<file path="src/rtl/onchip_mem_arbiter_pkg.sv">
// -----------------------------------------------------------------------------
// onchip_mem_arb_pkg
// Shared types and default sizes for the on-chip RAM arbiter.
//   arb_state_e : top-level arbitration / lock / zero-fill state
//   req_id_t    : requester identifier (m0 = NIOS bridge, m1 = data logger)
//   DEF_*       : default RAM geometry (32-bit words, 17-bit address, 75000 words)
// -----------------------------------------------------------------------------
package onchip_mem_arb_pkg;

  localparam int DEF_ADDR_W = 17;
  localparam int DEF_DATA_W = 32;
  localparam int DEF_DEPTH  = 75000;

  typedef enum logic [1:0] {
    ARB   = 2'd0,
    LOCK0 = 2'd1,
    LOCK1 = 2'd2,
    CLEAR = 2'd3
  } arb_state_e;

  typedef logic req_id_t;

  localparam req_id_t REQ_M0 = 1'b0;
  localparam req_id_t REQ_M1 = 1'b1;

endpackage

</file>
<file path="src/rtl/onchip_mem_arbiter_rr_arbiter2.sv">
// -----------------------------------------------------------------------------
// rr_arbiter2
// Two-input round-robin grant with a lock hold.
//   clk, reset : clock, synchronous active-high reset
//   en         : arbitration allowed this cycle (0 = grant nobody)
//   req[1:0]   : request vector, bit N = requester mN
//   hold       : lock active, only hold_id may be granted
//   hold_id    : requester that owns the lock
//   gnt_vld    : a requester is granted this cycle (combinational)
//   gnt_id     : granted requester
// last_grant resets to m1 so that m0 wins the first tie.
// -----------------------------------------------------------------------------
module rr_arbiter2
  import onchip_mem_arb_pkg::*;
(
  input  logic       clk,
  input  logic       reset,
  input  logic       en,
  input  logic [1:0] req,
  input  logic       hold,
  input  req_id_t    hold_id,
  output logic       gnt_vld,
  output req_id_t    gnt_id
);

  req_id_t last_grant_q, last_grant_d;

  always_comb begin
    gnt_vld = 1'b0;
    gnt_id  = REQ_M0;
    if (en) begin
      if (hold) begin
        gnt_vld = req[hold_id];
        gnt_id  = hold_id;
      end else begin
        case (req)
          2'b01: begin
            gnt_vld = 1'b1;
            gnt_id  = REQ_M0;
          end
          2'b10: begin
            gnt_vld = 1'b1;
            gnt_id  = REQ_M1;
          end
          2'b11: begin
            // Tie: the requester that did not win last time goes first.
            gnt_vld = 1'b1;
            gnt_id  = ~last_grant_q;
          end
          default: ;
        endcase
      end
    end
  end

  always_comb begin
    last_grant_d = last_grant_q;
    if (gnt_vld) last_grant_d = gnt_id;
  end

  always_ff @(posedge clk) begin
    if (reset) last_grant_q <= REQ_M1;
    else       last_grant_q <= last_grant_d;
  end

endmodule

</file>
<file path="src/rtl/onchip_mem_arbiter.sv">
// -----------------------------------------------------------------------------
// onchip_mem_arbiter
// Shares one single-port on-chip RAM (1-cycle read latency) between m0 (NIOS
// bridge) and m1 (balance-loop data logger). Round-robin arbitration, optional
// lock for read-modify-write, built-in zero-fill sequencer, sticky
// out-of-range flag.
//   mN_req/write/addr/be/wdata/lock : requester N access, held until mN_ack
//   mN_ack                          : access accepted this cycle (combinational)
//   mN_rvalid/mN_rdata              : read return, one cycle after read ack
//   clear_start/busy/done           : zero-fill control and status
//   addr_err/err_clr                : sticky out-of-range flag and its clear
//   mem_*                           : RAM slave port, combinational from grant
// -----------------------------------------------------------------------------
module onchip_mem_arbiter
  import onchip_mem_arb_pkg::*;
#(
  parameter int ADDR_W         = DEF_ADDR_W,
  parameter int DATA_W         = DEF_DATA_W,
  parameter int DEPTH          = DEF_DEPTH,
  parameter bit CLEAR_ON_RESET = 1'b0
) (
  input  logic                clk,
  input  logic                reset,
  input  logic                m0_req,
  input  logic                m0_write,
  input  logic [ADDR_W-1:0]   m0_addr,
  input  logic [DATA_W/8-1:0] m0_be,
  input  logic [DATA_W-1:0]   m0_wdata,
  input  logic                m0_lock,
  output logic                m0_ack,
  output logic                m0_rvalid,
  output logic [DATA_W-1:0]   m0_rdata,
  input  logic                m1_req,
  input  logic                m1_write,
  input  logic [ADDR_W-1:0]   m1_addr,
  input  logic [DATA_W/8-1:0] m1_be,
  input  logic [DATA_W-1:0]   m1_wdata,
  input  logic                m1_lock,
  output logic                m1_ack,
  output logic                m1_rvalid,
  output logic [DATA_W-1:0]   m1_rdata,
  input  logic                clear_start,
  output logic                clear_busy,
  output logic                clear_done,
  output logic                addr_err,
  input  logic                err_clr,
  output logic [ADDR_W-1:0]   mem_address,
  output logic [DATA_W/8-1:0] mem_byteenable,
  output logic                mem_chipselect,
  output logic                mem_write,
  output logic [DATA_W-1:0]   mem_writedata,
  output logic                mem_clken,
  input  logic [DATA_W-1:0]   mem_readdata
);

  localparam int                BE_W        = DATA_W / 8;
  localparam logic [ADDR_W-1:0] LAST_ADDR   = ADDR_W'(DEPTH - 1);
  localparam arb_state_e        RESET_STATE = arb_state_e'(CLEAR_ON_RESET ? CLEAR : ARB);

  arb_state_e        state_q, state_d;
  logic [ADDR_W-1:0] clr_cnt_q, clr_cnt_d;
  logic              clear_done_q, clear_done_d;
  logic              addr_err_q, addr_err_d;
  logic [1:0]        rd_tag_q, rd_tag_d;   // one-hot owner of last cycle's read
  logic              rd_oor_q, rd_oor_d;   // that read was out of range

  logic              arb_en;
  logic              hold;
  req_id_t           hold_id;
  logic              gnt_vld;
  req_id_t           gnt_id;

  logic              g_write;
  logic              g_lock;
  logic              g_oor;
  logic [ADDR_W-1:0] g_addr;
  logic [BE_W-1:0]   g_be;
  logic [DATA_W-1:0] g_wdata;

  // Arbitration enable: clear_start pre-empts requests only while unlocked.
  always_comb begin
    arb_en  = 1'b0;
    hold    = 1'b0;
    hold_id = REQ_M0;
    if (!reset) begin
      case (state_q)
        ARB:   arb_en = !clear_start;
        LOCK0: begin
          arb_en  = 1'b1;
          hold    = 1'b1;
          hold_id = REQ_M0;
        end
        LOCK1: begin
          arb_en  = 1'b1;
          hold    = 1'b1;
          hold_id = REQ_M1;
        end
        default: ;
      endcase
    end
  end

  rr_arbiter2 u_rr (
    .clk     (clk),
    .reset   (reset),
    .en      (arb_en),
    .req     ({m1_req, m0_req}),
    .hold    (hold),
    .hold_id (hold_id),
    .gnt_vld (gnt_vld),
    .gnt_id  (gnt_id)
  );

  always_comb begin
    if (gnt_id == REQ_M1) begin
      g_write = m1_write;
      g_lock  = m1_lock;
      g_addr  = m1_addr;
      g_be    = m1_be;
      g_wdata = m1_wdata;
    end else begin
      g_write = m0_write;
      g_lock  = m0_lock;
      g_addr  = m0_addr;
      g_be    = m0_be;
      g_wdata = m0_wdata;
    end
    g_oor = g_addr > LAST_ADDR;
  end

  assign m0_ack = gnt_vld && (gnt_id == REQ_M0);
  assign m1_ack = gnt_vld && (gnt_id == REQ_M1);

  // RAM port: zero-fill writes, or the granted in-range access, else idle.
  always_comb begin
    mem_address    = '0;
    mem_byteenable = '0;
    mem_chipselect = 1'b0;
    mem_write      = 1'b0;
    mem_writedata  = '0;
    if (!reset && state_q == CLEAR) begin
      mem_address    = clr_cnt_q;
      mem_byteenable = '1;
      mem_chipselect = 1'b1;
      mem_write      = 1'b1;
    end else if (gnt_vld && !g_oor) begin
      mem_address    = g_addr;
      mem_byteenable = g_be;
      mem_chipselect = 1'b1;
      mem_write      = g_write;
      mem_writedata  = g_wdata;
    end
  end

  assign mem_clken = 1'b1;

  always_comb begin
    state_d      = state_q;
    clr_cnt_d    = clr_cnt_q;
    clear_done_d = 1'b0;
    case (state_q)
      ARB: begin
        if (clear_start) begin
          state_d   = CLEAR;
          clr_cnt_d = '0;
        end else if (gnt_vld && g_lock) begin
          if (gnt_id == REQ_M1) state_d = LOCK1;
          else                  state_d = LOCK0;
        end
      end
      LOCK0: if ((m0_ack || !m0_req) && !m0_lock) state_d = ARB;
      LOCK1: if ((m1_ack || !m1_req) && !m1_lock) state_d = ARB;
      CLEAR: begin
        clr_cnt_d = clr_cnt_q + ADDR_W'(1);
        if (clr_cnt_q == LAST_ADDR) begin
          state_d      = ARB;
          clr_cnt_d    = '0;
          clear_done_d = 1'b1;
        end
      end
      default: state_d = ARB;
    endcase
  end

  always_comb begin
    rd_tag_d   = {m1_ack && !m1_write, m0_ack && !m0_write};
    rd_oor_d   = gnt_vld && !g_write && g_oor;
    addr_err_d = addr_err_q;
    // A new error outranks a simultaneous clear.
    if (gnt_vld && g_oor) addr_err_d = 1'b1;
    else if (err_clr)     addr_err_d = 1'b0;
  end

  // Stage boundary: issue cycle -> return cycle.
  always_ff @(posedge clk) begin
    if (reset) begin
      state_q      <= RESET_STATE;
      clr_cnt_q    <= '0;
      clear_done_q <= 1'b0;
      addr_err_q   <= 1'b0;
      rd_tag_q     <= '0;
      rd_oor_q     <= 1'b0;
    end else begin
      state_q      <= state_d;
      clr_cnt_q    <= clr_cnt_d;
      clear_done_q <= clear_done_d;
      addr_err_q   <= addr_err_d;
      rd_tag_q     <= rd_tag_d;
      rd_oor_q     <= rd_oor_d;
    end
  end

  assign m0_rvalid  = rd_tag_q[0];
  assign m1_rvalid  = rd_tag_q[1];
  assign m0_rdata   = (rd_tag_q[0] && !rd_oor_q) ? mem_readdata : '0;
  assign m1_rdata   = (rd_tag_q[1] && !rd_oor_q) ? mem_readdata : '0;
  assign clear_busy = (state_q == CLEAR) && !reset;
  assign clear_done = clear_done_q;
  assign addr_err   = addr_err_q;

endmodule

</file>
<file path="config.mk">
export PLATFORM = sky130hd
export DESIGN_NAME = onchip_mem_arbiter
export DESIGN_NICKNAME = d
export VERILOG_FILES = /design/src/rtl/onchip_mem_arbiter_pkg.sv /design/src/rtl/onchip_mem_arbiter_rr_arbiter2.sv /design/src/rtl/onchip_mem_arbiter.sv
export SDC_FILE = /design/constraint.sdc
export NUM_CORES = 1
export LEC_CHECK = 0
export CORE_AREA = 2 2 107 109
export CTS_CLUSTER_SIZE = 40
export DETAILED_ROUTE_END_ITERATION = 8
export DIE_AREA = 0 0 109 111
export MAX_ROUTING_LAYER = met4
export PLACE_DENSITY = 0.71
export SLEW_MARGIN = 20
export SYNTH_ARGS = -nofsm -noshare
export SYNTH_HDL_FRONTEND = slang
export SYNTH_SLANG_ARGS = --single-unit
</file>
<file path="constraint.sdc">
create_clock -name clk -period 5.47 [get_ports clk]
set_input_delay 0.8205 -clock clk [delete_from_list [all_inputs] [get_ports clk]]
set_output_delay 0.8205 -clock clk [all_outputs]
set_load 0.005 [all_outputs]
</file>
==> Word level (Yosys, flattened, before mapping) <==
Cells that the tools add are included.
{ "totals": {"reg_bits": 25, "latchBits": 0, "ramBits": 0, "romBits": 0, "input_bits": 148, "out_inout_bits": 127, "elab_cells": 104, "n_memories": 0} }
{ "classes": {"add_sub_neg": 1, "n_mul": 0, "n_div": 0, "order_cmp": 2, "eq_ne": 12, "n_shift": 0, "muxes": 44, "bitwise": 3, "reduce_logical": 35} }
{ "ops": {"columns": ["op", "count"], "rows": [
  ["two-way mux 32 bit", 5],
  ["two-way mux 17 bit", 5],
  ["case mux 17 bit (2 select lines)", 1],
  ["two-way mux 1 bit", 21],
  ["adder 17 x 1 -> 17 bit, second input constant", 1],
  ["== test 17 bit, second input constant", 1],
  ["> comparator 17 bit, second input constant", 1],
  ["logical AND 1 bit", 14],
  ["two-way mux 2 bit", 6],
  ["two-way mux 4 bit", 3],
  ["zero test 1 bit", 11],
  ["== test 2 bit, second input constant", 4],
  ["case mux 2 bit (4 select lines)", 1],
  ["inequality test 2 bit, second input constant", 3],
  ["== test 2 x 1 -> 1 bit, second input constant", 2],
  ["case mux 1 bit (2 select lines)", 2],
  ["AND reduction 4 bit", 1],
  ["nonzero test 2 bit", 2],
  ["OR reduction 2 bit", 2],
  ["inequality test 3 bit, second input constant", 1],
  ["NOT 1 bit", 3],
  ["OR reduction 3 bit", 1],
  ["zero test 2 bit", 1],
  ["logical OR 1 bit", 2],
  ["3 further kinds", 3]
]} }

==> Logic depth before layout (Yosys ltp) <==
Gate-level depths: netlist of run 1.
{ "logic_depth": {"ltp_word": 12, "mapped_depth": 10, "ltp_nobuf": 8} }

==> By module <==
A second synthesis of run 1 with hierarchy kept.
{ "hier_totals": {"cells_unflattened": 438, "area_unflattened_um2": 3218.1} }
{ "modules_own_cells": {"columns": ["mod", "n_inst", "cells_per_inst", "area_per_inst_um2", "seq_area_each_um2"], "rows": [
  ["onchip_mem_arbiter", 1, 426, 3128.0, 480.5],
  ["rr_arbiter2", 1, 12, 90.1, 20.0]
]} }

==> Worst setup path before layout of run 1 <==
Ideal clock, no wire load.
{ "synth_timing": {"path_type": "input port to output port", "from": "input port m1_addr[9]", "to": "output port mem_address[0]", "arrival_time_ns": 2.190, "t_required_ns": 4.649, "path_slack_ns": 2.459, "path_stages": 8, "n_path_buf": 2, "path_cell_list": "a211o_1 > a211o_1 > a32oi_1 > and2_1 > buf_6 > o21ai_4 > buf_6 > o21ai_2"} }
{ "synth_via": {"elab_chain_len": 6} }
{ "synth_rtl": {"columns": ["element", "line_no", "rtl"], "rows": [
  ["start: declaration", "onchip_mem_arbiter.sv:35", "input logic [ADDR_W-1:0] m1_addr,"],
  ["two-way mux 17 bit", "onchip_mem_arbiter.sv:115", "if (gnt_id == REQ_M1) begin"],
  ["> comparator 17 bit", "onchip_mem_arbiter.sv:128", "g_oor = g_addr > LAST_ADDR;"],
  ["zero test 1 bit", "onchip_mem_arbiter.sv:146", "end else if (gnt_vld && !g_oor) begin"],
  ["logical AND 1 bit", "onchip_mem_arbiter.sv:146", null],
  ["two-way mux 17 bit", "onchip_mem_arbiter.sv:146", null],
  ["two-way mux 17 bit", "onchip_mem_arbiter.sv:141", "if (!reset && state_q == CLEAR) begin"],
  ["end: declaration", "onchip_mem_arbiter.sv:47", "output logic [ADDR_W-1:0] mem_address,"]
]} }
Every way passes these cells.

==> Worst setup path in the final report of run 1 <==
{ "layout_timing": {"from": "input port m1_addr[9]", "to": "output port mem_writedata[13]"} }
{ "layout_via": {"elab_chain_len": 6} }
{ "layout_rtl": {"columns": ["element", "line_no", "rtl"], "rows": [
  ["two-way mux 17 bit", "onchip_mem_arbiter.sv:115", null],
  ["> comparator 17 bit", "onchip_mem_arbiter.sv:128", null],
  ["zero test 1 bit", "onchip_mem_arbiter.sv:146", null],
  ["logical AND 1 bit", "onchip_mem_arbiter.sv:146", null],
  ["two-way mux 32 bit", "onchip_mem_arbiter.sv:146", null],
  ["two-way mux 32 bit", "onchip_mem_arbiter.sv:141", null],
  ["end: declaration", "onchip_mem_arbiter.sv:51", "output logic [DATA_W-1:0] mem_writedata,"]
]} }
Every way passes these cells.

==> flow_summary_export.csv, run 1 <==
group,metric,value,unit
timing,tightest_slew,0.652,ns
critical_path,critPathRequiredTime,4.65,ns
grt,grt-ovfl-total,0,
grt,grt_pass1_wl,19.7,mm
critical_path,worstReg2RegEnd,"rd_oor_q",
floorplan,die_area,12100,sq um
pwr,peakVddDrop,0.130,mV
route,antenna_left,0,
outcome,outcome,"complete, no violations",
logic_synthesis,yosys.area.top_type_share,17.3,%
logic_synthesis,synth.distinct_cells,49,
critical_path,r2r_setup_slack,3.03,ns
floorplan,ios,275,
floorplan,die_y,111,microns
timing,drv_slew,0,
critical_path,setup.worst_path.class,"primary input to output pin",
critical_path,r2r_start,"state_q[0]",
route,firstDrtPassIters,4,
timing,fin_skew,0.00337,ns
logic_synthesis,synth_largest_area_cell,"dfxtp_1",
placed_design,portBuffers,273,
placed_design,placed_area,5720,sq um
cts,cts_hold_buf,0,
timing,period_share,81.4,%
logic_synthesis,syn_area_per_cell,7.23,sq um
floorplan,die_x,109,microns
critical_path,max_stage_delay,0.54,ns
final_layout,multi_input_area,2220,sq um
critical_path,cp_slowest_cell,"clkdlybuf4s50_1",
critical_path,crit_end,"mem_writedata[13]",
final_layout,diodes,0,
logic_synthesis,synth-seq-cells,25,
grt,grt_usage,21.0,%
cts,cts_resized,0,
grt,grt_pass1_vias,3838,
route,drt_iter0_drc,245,
final_layout,n_fill_cell,1036,
timing,rsz0062_at_grt,"false",
critical_path,path_max_fanout,33,
cts,path_clk_slew,0.07,ns
placed_design,hpwl,11.0,mm
grt,grt_max_degree,36,
hold_path,hp-class,"flop to flop",
timing,setup_viol,0,
floorplan,core.rowCount,39,
timing,fin_crit,4.45,ns
route,drc_errors,0,
critical_path,arrival,3.63,ns
cts,htreeDepth,1,
logic_synthesis,synth-edff-count,0,
cts,cts_tree,"built",
critical_path,worstSetupStartpointType,"primary input",
logic_synthesis,yosysWarningCount,0,
grt,antenna_found_initial,0,
critical_path,end_kind,"output pin",
job,maxCapViolations,0,
cts,post_cts_buffers,0,
timing,tns,0,ns
pwr,p_leak,2.17,nW
logic_synthesis,synth_area_leaders,"dfxtp_1, and2_1, mux2i_1, a22oi_1, nor2_1",
route,viasPerCell,4.93,
logic_synthesis,seq_area_frac_synth,17.3,%
cts,cts_max_path_buffers,2,
floorplan,start_util,26.2,%
timing,clock.fmax,224,MHz
route,wl,13.2,mm
route,wl_per_cell,16.5,microns
cts,cts.sinks,25,
timing,hold_ws,0.466,ns
final_layout,area_growth,100,%
timing,hold_viol_final,0,
critical_path,r2r_cells,9,
cts,cts_buffers,3,
floorplan,core,11100,sq um
logic_synthesis,syn_inst,401,
timing,relSlewSlack,55.3,%
final_layout,design_area,5800,sq um
route,num_vias,3961,
critical_path,critPathLaunch,"m1_addr[9]",
cts,clk_latency,0.26,ns
critical_path,path_cells,"clkdlybuf4s50_1 -> a211o_1 -> a211o_1 -> a32oi_1 -> and2_1 -> buf_4 -> a22oi_1 -> nor2_1 -> clkdlybuf4s50_1",
final_layout,seq_area,500,sq um
final_layout,fin_nets,815,
pwr,power_density,182,nW/um^2
logic_synthesis,synthesis.area,2900,sq um
logic_synthesis,synth_ff_type,"dfxtp_1",
final_layout,drive_above_1_share,6.21,%
placed_design,gp_congestion,0.920,
logic_synthesis,synth-async-reset-ratio,0,%
logic_synthesis,syn_nets,555,
cts,cts_root_buf,"clkbuf_16",
[power breakdown]
part           internal (mW)  total, mW  switching, mW
registers              0.194      0.205         0.0105
logic                  0.376      0.683          0.308
clock network         0.0987      0.168         0.0696
total                  0.669       1.06          0.388
[worst min-delay path by stage]
stage / start / cells past startpoint / slack, ns / to
5_1_grt: addr_err / 2 / 0.50 / addr_err
3_3_place_gp: addr_err / 2 / 0.44 / addr_err
4_1_cts: addr_err / 2 / 0.46 / addr_err
6_report: addr_err / 2 / 0.47 / addr_err
2_1_floorplan: addr_err / 2 / 0.45 / addr_err
3_5_place_dp: addr_err / 2 / 0.45 / addr_err
[cell families after synthesis]
| group | count (synthesis) | share of synthesized area [%] |
|---|---|---|
| mux | 29 | 10.2 |
| simple gates | 209 | 37.3 |
| flops | 25 | 17.3 |
| fa+ha+maj | 6 | 2.59 |
| xor+xnor | 11 | 3.32 |
| other cells | 1 | 0.129 |
| compound gates | 89 | 23.0 |
| buf+inv | 31 | 6.17 |
[metal layers]
layer / part of all wire, % / global-route usage (%) / routed length [microns]
met1: 39 / 24.0 / 5200
met2: 51 / 37.6 / 6680
met3: 8.2 / 3.64 / 1080
met4: 1.9 / 5.13 / 255
met5: 0 / - / 0
[cells in the mapped netlist (all sizes together) (7+ instances only)]
cell type,count
buf,17
o21ai,29
nor2,62
xor2,8
nand2,32
nand3,7
dfxtp,25
nand4,8
nor2b,7
clkbuf,11
a22oi,33
mux2i,28
and2,65
[final cells by class]
class / count / area share, %
clock buffers: 3 / 1.29
clock inverters: 1 / 0.0863
inverters: 3 / 0.194
multi-input cells: 345 / 38.3
flip-flops and latches: 25 / 8.63
well taps: 143 / 3.09
repair buffers: 283 / 48.4
[critical path: cells and delay by family]
kind                   cells  cell delay (ns)
buffers and inverters      3             1.36
and+or+nand+nor            2             0.37
AOI/OAI and AO/OA          4             1.06
[stage by stage]
step | power, mW | setup WS [ns] | util, % | cells
2_1_floorplan | 0.545 | 2.46 | - | 401
3_3_place_gp | 0.883 | 1.10 | 51.6 | 799
3_5_place_dp | 0.892 | 1.04 | 51.6 | 799
4_1_cts | 1.06 | 1.04 | 52.3 | 803
5_1_grt | 1.12 | 0.850 | 52.3 | 803
6_report | 1.06 | 1.02 | 52.3 | 803
[sequential cells by signal, summed over array words and instances (netlist names)]
signal / cells
u_rr.last_grant_q: 1
rd_tag_q: 2
rd_oor_q: 1
addr_err: 1
clear_done: 1
state_q: 2
clr_cnt_q: 17
[layout by cell type (no fill, tap or decap), types with 2 or more instances in the layout]
master	instances
a22oi_1	33
and3_1	5
a31oi_1	6
nand4_1	8
o21ai_2	19
dfxtp_1	25
xnor2_1	3
mux2i_1	27
xor2_1	8
a211o_1	4
clkbuf_16	3
a21oi_1	6
inv_1	2
nand3_1	7
nor2_1	60
nor2b_1	7
or3_1	4
nor4b_1	2
nor2_2	2
clkdlybuf4s50_1	273
buf_4	10
a21o_1	2
nor4_1	3
nor3_1	5
and2_1	65
nand2b_1	4
a32oi_1	2
nand2_1	32
o21ai_0	8
ha_1	6
Power figures use the tool's default switching activity.
==> run 2, diff against run 1 <==
Settings changed: CORE_AREA 2 2 107 109 to 2 2 106 108, DIE_AREA 0 0 109 111 to 0 0 108 110, PLACE_DENSITY 0.71 to 0.72.
Clock period 5.47 ns to 4.65 ns, I/O delays scaled along.
==> run 2 against run 1 <==
  * Core utilization up 1.4 points
  * Highest routed layer unchanged
  * Critical path depth down 1
  * Cell area down 0.91%
  * Largest cell class unchanged
  * Critical path type unchanged
  * Global-route usage down 0.62 points
  * Die area down 1.8%
  * Setup slack worse by 0.66 ns
  * Clock-buffer cell count unchanged
  * Clock skew up 0.0028 ns
  * Via count down 2.0%
  * Routed wire length down 1.0%
==> flow_summary_export.csv, run 2 (same netlist as run 1, synthesis figures left out) <==
group,metric,value,unit
final_layout,reg_top3,"clr_cnt_q (17), rd_tag_q (2), state_q (2)",
cts,cts_max_path_buffers,2,
final_layout,area_growth,98.2,%
grt,grt-ovfl-total,0,
cts,cts_root_buf,"clkbuf_8",
placed_design,gp_congestion,0.864,
cts,cts_buffers,3,
final_layout,post-route-util,53.7,%
critical_path,path_max_fanout,22,
placed_design,hpwl,10.9,mm
final_layout,top_register,"clr_cnt_q",
final_layout,diodes,0,
grt,grt_max_degree,34,
final_layout,largest_register_ffs,17,
final_layout,layout_commonest_cell,"clkdlybuf4s50_1",
route,antenna_left,0,
cts,cts.sinks,25,
route,viasPerCell,4.87,
timing,hold_ws,0.488,ns
cts,post_cts_buffers,0,
critical_path,worstSetupStartpointType,"primary input",
cts,htreeDepth,1,
outcome,outcome,"complete, no violations",
route,num_vias,3883,
pwr,peakVddDrop,0.118,mV
cts,cts_hold_buf,0,
final_layout,drive_above_1_share,5.93,%
route,firstDrtPassIters,5,
floorplan,core.rowCount,38,
route,wl,13.1,mm
critical_path,setup.worst_path.class,"primary input to output pin",
cts,path_clk_slew,0.08,ns
floorplan,die_area,11900,sq um
pwr,total_power,1.17,mW
floorplan,start_util,27.1,%
placed_design,portBuffers,273,
grt,grt_pass1_wl,18.9,mm
timing,tns,0,ns
critical_path,critPathRequiredTime,3.95,ns
floorplan,die_y,110,microns
route,drc_errors,0,
timing,drv_slew,0,
route,wl_per_cell,16.4,microns
floorplan,ios,275,
pwr,power_density,204,nW/um^2
grt,grt_usage,20.4,%
final_layout,mostFrequentLayoutCells,"clkdlybuf4s50_1, and2_1, nor2_1",
timing,fin_skew,0.00617,ns
timing,period_share,92.4,%
pwr,p_leak,2.15,nW
hold_path,hp-class,"flop to flop",
grt,antenna_found_initial,0,
timing,tightest_slew,0.926,ns
timing,rsz0062_at_grt,"false",
route,drt_iter0_drc,348,
critical_path,arrival,3.60,ns
timing,setup_viol,0,
timing,clock.fmax,233,MHz
final_layout,fin_nets,813,
floorplan,die_x,108,microns
grt,grt_pass1_vias,3684,
job,maxCapViolations,0,
cts,cts_tree,"built",
cts,cts_resized,0,
timing,fin_crit,4.30,ns
critical_path,end_kind,"output pin",
cts,clk_latency,0.27,ns
floorplan,core,10700,sq um
timing,relSlewSlack,38.0,%
timing,hold_viol_final,0,
## run 2: changes by cell type in the layout (fill, tap and decap cells not counted), sizes merged
cell  change
buf       -2
## run 2: through the flow
step           instance area (sq um)  worst slack [ns]  instances
6_report                        5750             0.355        798
5_1_grt                         5750             0.125        798
4_1_cts                         5750             0.328        798
3_5_place_dp                    5700             0.361        794
3_3_place_gp                    5700             0.441        794
2_1_floorplan                   2900              1.89        401
## run 2: routing by layer
metal  wire length (microns)  GRT usage (%)
met3                    1090           3.06
met5                       0              -
met1                    5130           24.2
met2                    6780           37.2
met4                      82           3.30
## run 2: final cells by class
| class | instances | area [sq um] |
|---|---|---|
| fill | 1003 | 4950 |
| timing repair buffer | 281 | 2790 |
| multi-input combinational | 345 | 2220 |
| sequential | 25 | 500 |
| tap | 140 | 175 |
| clock buffer | 3 | 41.3 |
| inverter | 3 | 11.3 |
| clock inverter | 1 | 5.00 |
## run 2: path summary, 6_finish.rpt
check	start	endpoint	slack (ns)	cells past startpoint
max reg2reg	state_q[0]	addr_err	2.37	7
min reg2reg	addr_err	addr_err	0.49	2
min	addr_err	addr_err	0.49	2
max	clear_start	mem_address[16]	0.35	8
## run 2: critical path, cell delays in order
cell,delay [ns]
clkdlybuf4s50_1,0.54
and2b_1,0.26
o21ai_0,0.31
nor2_2,0.11
and2_1,0.19
o21ai_4,0.74
o21ai_0,0.23
clkdlybuf4s50_1,0.49
## run 2: where the power goes
group	switching, mW	leakage (nW)	internal, mW	total (mW)
clock network	0.0696	0.0255	0.0601	0.130
registers	0.0123	0.202	0.229	0.241
logic	0.365	1.92	0.439	0.803
